<file path="src/rtl/bypass_ctrl.sv">
// ---------------------------------------------------------------------------
// bypass_ctrl
//   Operand-bypass and load-use hazard controller for a 5-stage pipeline.
//   It tracks destination tags of the instructions in X, M and W and
//   registers 2-bit selects for the two X-stage operand mux4s. It also
//   produces a combinational load-use stall for decode.
//
//   Select codes (per operand):
//     0 register file
//     1 M result        (producer was in X when the consumer sat in decode)
//     2 W result        (producer was in M)
//     3 retired latch   (producer was in W, only when USE_WB_BYPASS != 0)
//
// Parameters
//   REG_ADDR_W     register-index width
//   USE_WB_BYPASS  1: select 3 may be produced, 0: never produced
//
// Ports
//   clock         rising-edge clock
//   reset_n       synchronous active-low reset
//   pipe_hold     global pipeline freeze
//   flush         squash the instruction leaving decode
//   id_valid      decode holds a real instruction
//   id_rs/id_rt   decode source indices, id_use_rs/id_use_rt qualify them
//   id_we/id_rd   decode destination write enable and index
//   id_is_load    decode instruction is a load
//   sel_a/sel_b   registered operand mux selects for the instruction in X
//   hazard_stall  load-use stall for decode (combinational)
//   stall_count   stall-cycle counter
//
// Build option
//   STALL_COUNTER_EN  when defined, stall_count counts stall edges and wraps;
//                     otherwise stall_count is tied to zero.
// ---------------------------------------------------------------------------
module bypass_ctrl #(
  parameter int REG_ADDR_W    = 5,
  parameter int USE_WB_BYPASS = 1
) (
  input  logic                  clock,
  input  logic                  reset_n,
  input  logic                  pipe_hold,
  input  logic                  flush,
  input  logic                  id_valid,
  input  logic [REG_ADDR_W-1:0] id_rs,
  input  logic [REG_ADDR_W-1:0] id_rt,
  input  logic                  id_use_rs,
  input  logic                  id_use_rt,
  input  logic                  id_we,
  input  logic [REG_ADDR_W-1:0] id_rd,
  input  logic                  id_is_load,
  output logic [1:0]            sel_a,
  output logic [1:0]            sel_b,
  output logic                  hazard_stall,
  output logic [31:0]           stall_count
);

  typedef struct packed {
    logic                  valid;
    logic                  we;
    logic [REG_ADDR_W-1:0] rd;
  } tag_t;

  tag_t       x_q, x_d;
  tag_t       m_q, m_d;
  tag_t       w_q, w_d;
  // Only the X slot needs the load flag: a load can only cause a stall while
  // it sits directly ahead of its consumer.
  logic       x_load_q, x_load_d;
  logic [1:0] sel_a_q, sel_a_d;
  logic [1:0] sel_b_q, sel_b_d;

  logic [1:0] sel_a_nxt;
  logic [1:0] sel_b_nxt;
  logic       haz_rs;
  logic       haz_rt;
  logic       stall;
  logic       issue;

  // Register 0 is hard-wired, so a write to it is never a producer.
  function automatic logic writes_reg(input tag_t e, input logic [REG_ADDR_W-1:0] r);
    return e.valid && e.we && (e.rd == r) && (r != '0);
  endfunction

  // Youngest producer wins: X, then M, then W.
  function automatic logic [1:0] src_sel(
    input logic                  use_src,
    input logic [REG_ADDR_W-1:0] r,
    input tag_t                  ex,
    input tag_t                  me,
    input tag_t                  wb
  );
    logic [1:0] s;
    s = 2'd0;
    if (use_src && (r != '0)) begin
      if (writes_reg(ex, r)) begin
        s = 2'd1;
      end else if (writes_reg(me, r)) begin
        s = 2'd2;
      end else if ((USE_WB_BYPASS != 0) && writes_reg(wb, r)) begin
        s = 2'd3;
      end
    end
    return s;
  endfunction

  always_comb begin
    sel_a_nxt = src_sel(id_use_rs, id_rs, x_q, m_q, w_q);
    sel_b_nxt = src_sel(id_use_rt, id_rt, x_q, m_q, w_q);
  end

  // The stall looks only at the X slot; it stays live during pipe_hold and
  // flush so decode always sees the true hazard of the current state.
  always_comb begin
    haz_rs = id_use_rs && writes_reg(x_q, id_rs);
    haz_rt = id_use_rt && writes_reg(x_q, id_rt);
    stall  = x_load_q && (haz_rs || haz_rt);
    issue  = id_valid && !stall && !flush;
  end

  assign hazard_stall = stall;

  always_comb begin
    x_d      = x_q;
    m_d      = m_q;
    w_d      = w_q;
    x_load_d = x_load_q;
    sel_a_d  = sel_a_q;
    sel_b_d  = sel_b_q;
    if (!pipe_hold) begin
      w_d      = m_q;
      m_d      = x_q;
      // Default: a bubble enters X with both selects at the register file.
      x_d      = '0;
      x_load_d = 1'b0;
      sel_a_d  = 2'd0;
      sel_b_d  = 2'd0;
      if (issue) begin
        x_d.valid = 1'b1;
        x_d.we    = id_we;
        x_d.rd    = id_rd;
        x_load_d  = id_is_load;
        sel_a_d   = sel_a_nxt;
        sel_b_d   = sel_b_nxt;
      end
    end
  end

  always_ff @(posedge clock) begin
    if (!reset_n) begin
      x_q      <= '0;
      m_q      <= '0;
      w_q      <= '0;
      x_load_q <= 1'b0;
      sel_a_q  <= 2'd0;
      sel_b_q  <= 2'd0;
    end else begin
      x_q      <= x_d;
      m_q      <= m_d;
      w_q      <= w_d;
      x_load_q <= x_load_d;
      sel_a_q  <= sel_a_d;
      sel_b_q  <= sel_b_d;
    end
  end

  assign sel_a = sel_a_q;
  assign sel_b = sel_b_q;

`ifdef STALL_COUNTER_EN
  logic [31:0] stall_cnt_q, stall_cnt_d;

  // Natural 32-bit wrap from all-ones back to zero.
  always_comb begin
    stall_cnt_d = stall_cnt_q;
    if (stall && !pipe_hold) begin
      stall_cnt_d = stall_cnt_q + 32'd1;
    end
  end

  always_ff @(posedge clock) begin
    if (!reset_n) begin
      stall_cnt_q <= 32'd0;
    end else begin
      stall_cnt_q <= stall_cnt_d;
    end
  end

  assign stall_count = stall_cnt_q;
`else
  assign stall_count = 32'd0;
`endif

endmodule

</file>
<file path="config.mk">
export PLATFORM = sky130hd
export DESIGN_NAME = bypass_ctrl
export DESIGN_NICKNAME = d
export VERILOG_FILES = /design/src/rtl/bypass_ctrl.sv
export SDC_FILE = /design/constraint.sdc
export NUM_CORES = 1
export LEC_CHECK = 0
export ABC_AREA = 1
export CORE_AREA = 4 4 77 72
export CTS_CLUSTER_DIAMETER = 120
export DETAILED_ROUTE_END_ITERATION = 12
export DIE_AREA = 0 0 81 76
export PLACE_DENSITY = 0.74
export SETUP_SLACK_MARGIN = 0.15
export SYNTH_ARGS = -nofsm -noshare
export SYNTH_HDL_FRONTEND = slang
export SYNTH_SLANG_ARGS = --single-unit
</file>
<file path="constraint.sdc">
create_clock -name clock -period 1.6 [get_ports clock]
set_clock_uncertainty 0.15 [all_clocks]
set_input_delay 0.32 -clock clock [delete_from_list [all_inputs] [get_ports clock]]
set_output_delay 0.32 -clock clock [all_outputs]
set_load 0.01 [all_outputs]
</file>
* Word-level counts from Yosys, hierarchy flattened
Index checks and enable logic that the tools add are counted.
Word-level totals: flip-flop bits (word level) 26, bits of input ports 24, output and inout bits 37, logic and storage cells 57
Operators by class: equal/unequal tests 6, multiplexer cells 12, reductions and logical operators 27
Operators by type and width (number):
- equality test 5 bit | 6
- logical AND 1 bit | 22
- two-way mux 2 bit | 10
- nonzero test 5 bit | 2
- two-way mux 7 bit | 1
- logical NOT 1 bit | 2
- logical OR 1 bit | 1
- two-way mux 1 bit | 1

* Depth between registers and ports, before layout
depth after elaboration 10, mapped depth 13, mapped depth without buffers 13

* Worst setup path after synthesis
No wires, ideal clock.
path type input-to-output, start point in id_rt[2], end point out hazard_stall, arrival 1.099 ns, data required time 1.130 ns, path slack 0.031 ns, stages 10, buffers on the path 1, cells stage by stage inv_1 -> nand2_1 -> nand2_1 -> nand2_1 -> nor2_4 -> nand3_1 -> nand2_1 -> nand2_2 -> buf_6 -> inv_1
Between the ends: cells in the longest elaborated chain, start to end 6, elaborated cells between the ends (all ways) 7, classes of those cells 1 x eq/ne; 6 x reduce/logical
Ends and longest elaborated chain:
- from (decl) | line 45 | input logic [REG_ADDR_W-1:0] id_rt,
- equality test 5 bit | line 81 | return e.valid && e.we && (e.rd == r) && (r != '0);
- logical AND 1 bit | line 81
- logical AND 1 bit (*) | line 81
- logical AND 1 bit (*) | line 115 | haz_rt = id_use_rt && writes_reg(x_q, id_rt);
- logical OR 1 bit (*) | line 116 | stall = x_load_q && (haz_rs || haz_rt);
- logical AND 1 bit (*) | line 116
- to (decl) | line 53 | output logic hazard_stall,
Mark *: on every way between the ends. The rest lies on a longest branch, timed or not.

* Final worst setup path
start point reg x_q[4] (netlist name), end point out hazard_stall
Between the ends: cells in the longest elaborated chain, start to end 6, elaborated cells between the ends (all ways) 10, classes of those cells 2 x eq/ne; 8 x reduce/logical
Ends and longest elaborated chain:
- from (decl) | line 63 | tag_t x_q, x_d;
- from (signal assigned) | line 150 | x_q <= '0;
- from (signal assigned) | line 157 | x_q <= x_d;
- equality test 5 bit | line 81
- logical AND 1 bit (2 in series) | line 81
- logical AND 1 bit (on tied branches) | line 114, 115
- logical OR 1 bit (*) | line 116
- logical AND 1 bit (*) | line 116
Marked as above.

==> run metrics <==
met1 GRT Util 20.58%; routing usage on met2 29.15%; worst slack, placed -962.4 ps; RR Startpoint x_q[4]$_SDFFE_PN0N_; clk sinks 26; post-DR vias/cell 4.691; unrepaired setup endpoints after global routing yes; clock root cell clkbuf_8; Initial Utilization 38.53%; # placed instances 407; fin worst setup slack -270.7 ps; worst hold margin 315.4 ps; dominant synthesized flop cell dfxtp_1; pwr/cell area 586.7 nW/µm²; Routed WL 5051 µm; endpoints failing setup 13; largest net degree at the start of global routing 34; Mapped Cells 295; # diodes 0; FF-to-FF End sel_b[1]$_SDFFE_PN0N_; Residual DRC 0; grt total ovfl 0; placement row count 24; crit-path max FO 4; top-count cell post-synth nand2_1; Hold Path End sel_a[1]$_SDFFE_PN0N_; critical path, cell by cell inv_2 -> nand2_1 -> nand2_1 -> nand2_2 -> nor2_4 -> nand3_2 -> nand2_2 -> nand2_4 -> inv_4 -> buf_6; leading area contributor after synthesis dfxtp_1; CTS tree built; Synth top cells by count 87 x nand2_1, 32 x buf_4, 31 x inv_1; Yosys cell types 22; Die Height 76 µm; FF-to-FF path depth 13; Inserted Clock Buffers 3; Core Box Area 4745 µm²; GR peak layer met2; #FFs+latches synth 26; Startpoint Class register; Top-Level Pins 61; first-pass iteration count of the detailed router 4; vias in the first global route 1864; maximum clock rate 0.5346 GHz; Worst-path clk slew 100 ps; Warnings, synthesis 0; Final nets 378; share of layout cells above drive strength 1 25.78%; clk_lat worst skew 270 ps; slowest cell delay on critical path 380 ps; worst-case clock buffer depth 2; failing checks negative setup slack; Mapped Area 1828 µm²; WHS Path Cells 2; Reg2Reg Setup Slack -190 ps; Period minus WS final 1871 ps; post-synth top area share 28.47%; Tot GR Track Use 16.45%; initial antenna violation count 0; most area-consuming cells after synthesis dfxtp_1 28%, nand2_1 18%, buf_4 13%; Worst path slowest cell dfxtp_4; Final Max Slew Viols 0; register area share after synthesis 28.47%; EDFF count, synth 0; hold wc startpoint sel_a[1]$_SDFFE_PN0N_; routed vias 1961; Data arrival, critical path 1400 ps; first-pass GRT wire length 8148 µm; FFs w/ async S/R, synth 0%; Final period util 116.9%; met3 capacity usage during global routing 2.128%; final hold vios 0; IO buf count 28; wire length per cell 12.08 µm; VDD IR-drop max 0.3069 mV; max-cap violation count 0; Synth-to-Final Area Change 37.71%; crit path buf inv count 3; outcome finished, violations left; Crit Path Class register to primary output; antenna-violating nets left 0; gpl congestion 0.8862; Mapped Avg Cell Area 6.197 µm²; H-tree depth 1; die footprint 6156 µm²; Lkg Pwr 1.196 nW; Die Width 81 µm; Hold Path Class register to register; Finished Layout Cells 418; fin util 53.06%; drt initial violations 138; DP HPWL 3814 µm; CP Data Required Time 1130 ps; critical path's top delay family simple AND/OR/NAND/NOR gates; Critical Path Sink Type primary output
[area by class of cell]
type | instances | area, µm²
repair buffers | 62 | 551.8
well taps | 65 | 81.33
clock buffers | 4 | 55.05
inverters | 32 | 122.6
flip-flops and latches | 26 | 539.3
multi-input cells | 229 | 1167
fillers | 471 | 2227
[sequential cells by signal (all words and copies together) (netlist names)]
signal,count
x_load_q,1
w_q,7
sel_a,2
sel_b,2
m_q,7
x_q,7
[cell usage in the layout (no fill, tap or decap), types with 9 or more instances in the layout]
| master | instances |
|---|---|
| a21oi_1 | 19 |
| buf_4 | 29 |
| clkdlybuf4s50_1 | 13 |
| conb_1 | 32 |
| dfxtp_1 | 19 |
| dlygate4sd2_1 | 11 |
| inv_1 | 22 |
| inv_2 | 9 |
| nand2_1 | 81 |
| nor2_1 | 26 |
| o21ai_0 | 17 |
[metrics by stage]
stage               area [µm²]  setup TNS [ps]  total power [mW]
floorplan                 1956               0            0.9384
CTS                       2434           -1044             1.471
global route              2517           -3114             1.555
finish                    2517           -1588             1.477
detailed placement        2258           -7625             1.036
global placement          2258           -7289             1.030
[metal layers]
| metal | part of all wire (%) | wire [µm] |
|---|---|---|
| met1 | 40 | 2036 |
| met3 | 8.2 | 412 |
| met4 | 1.3 | 65 |
| met2 | 50 | 2536 |
| met5 | 0 | 0 |
[cell families (layout without fill, tap and decap cells)]
logic type	Yosys count	count (layout)	synth area share, %
flip-flops	26	26	28.47
AND/OR/NAND/NOR	146	146	33.95
AO/OA/AOI/OAI	42	42	11.50
buffers and inverters	71	98	21.56
XOR/XNOR	9	9	4.312
other	1	32	0.2051
[power by group]
| part | internal (mW) | leakage (nW) | total, mW | switching (mW) |
|---|---|---|---|---|
| Sequential | 0.668 | 0.217 | 0.694 | 0.0266 |
| Combinational | 0.148 | 0.950 | 0.345 | 0.196 |
| Clock | 0.220 | 0.0288 | 0.438 | 0.218 |
[how the worst max path moves through the flow]
stage / from / end / slack (ps) / cells after the start
2_1_floorplan: x_q[3]$_SDFFE_PN0N_ / hazard_stall / 80 / 11
3_3_place_gp: id_rs[2] / hazard_stall / -950 / 11
3_5_place_dp: id_rt[3] / hazard_stall / -960 / 10
4_1_cts: x_q[3]$_SDFFE_PN0N_ / hazard_stall / -280 / 11
5_1_grt: x_q[3]$_SDFFE_PN0N_ / hazard_stall / -380 / 10
6_report: x_q[4]$_SDFFE_PN0N_ / hazard_stall / -270 / 10
[what timing repair did]
action | 4_1_cts | 5_1_grt
hold buffers | 0 | 0
endpoints found under the hold margin | 0 | 0
resized for setup | 57 | 15
gates cloned | 1 | 0
buffers inserted | 3 | 3
pin swaps | 13 | 5
setup endpoints to repair | 17 | 13
[worst min-delay path, delay by kind of cell, from the launching register on]
kind	cells	cell delay [ps]
AO/OA/AOI/OAI	1	50
flip-flops	1	320
AND/OR/NAND/NOR	1	60
Note: power is estimated with default switching activity, not from simulation.
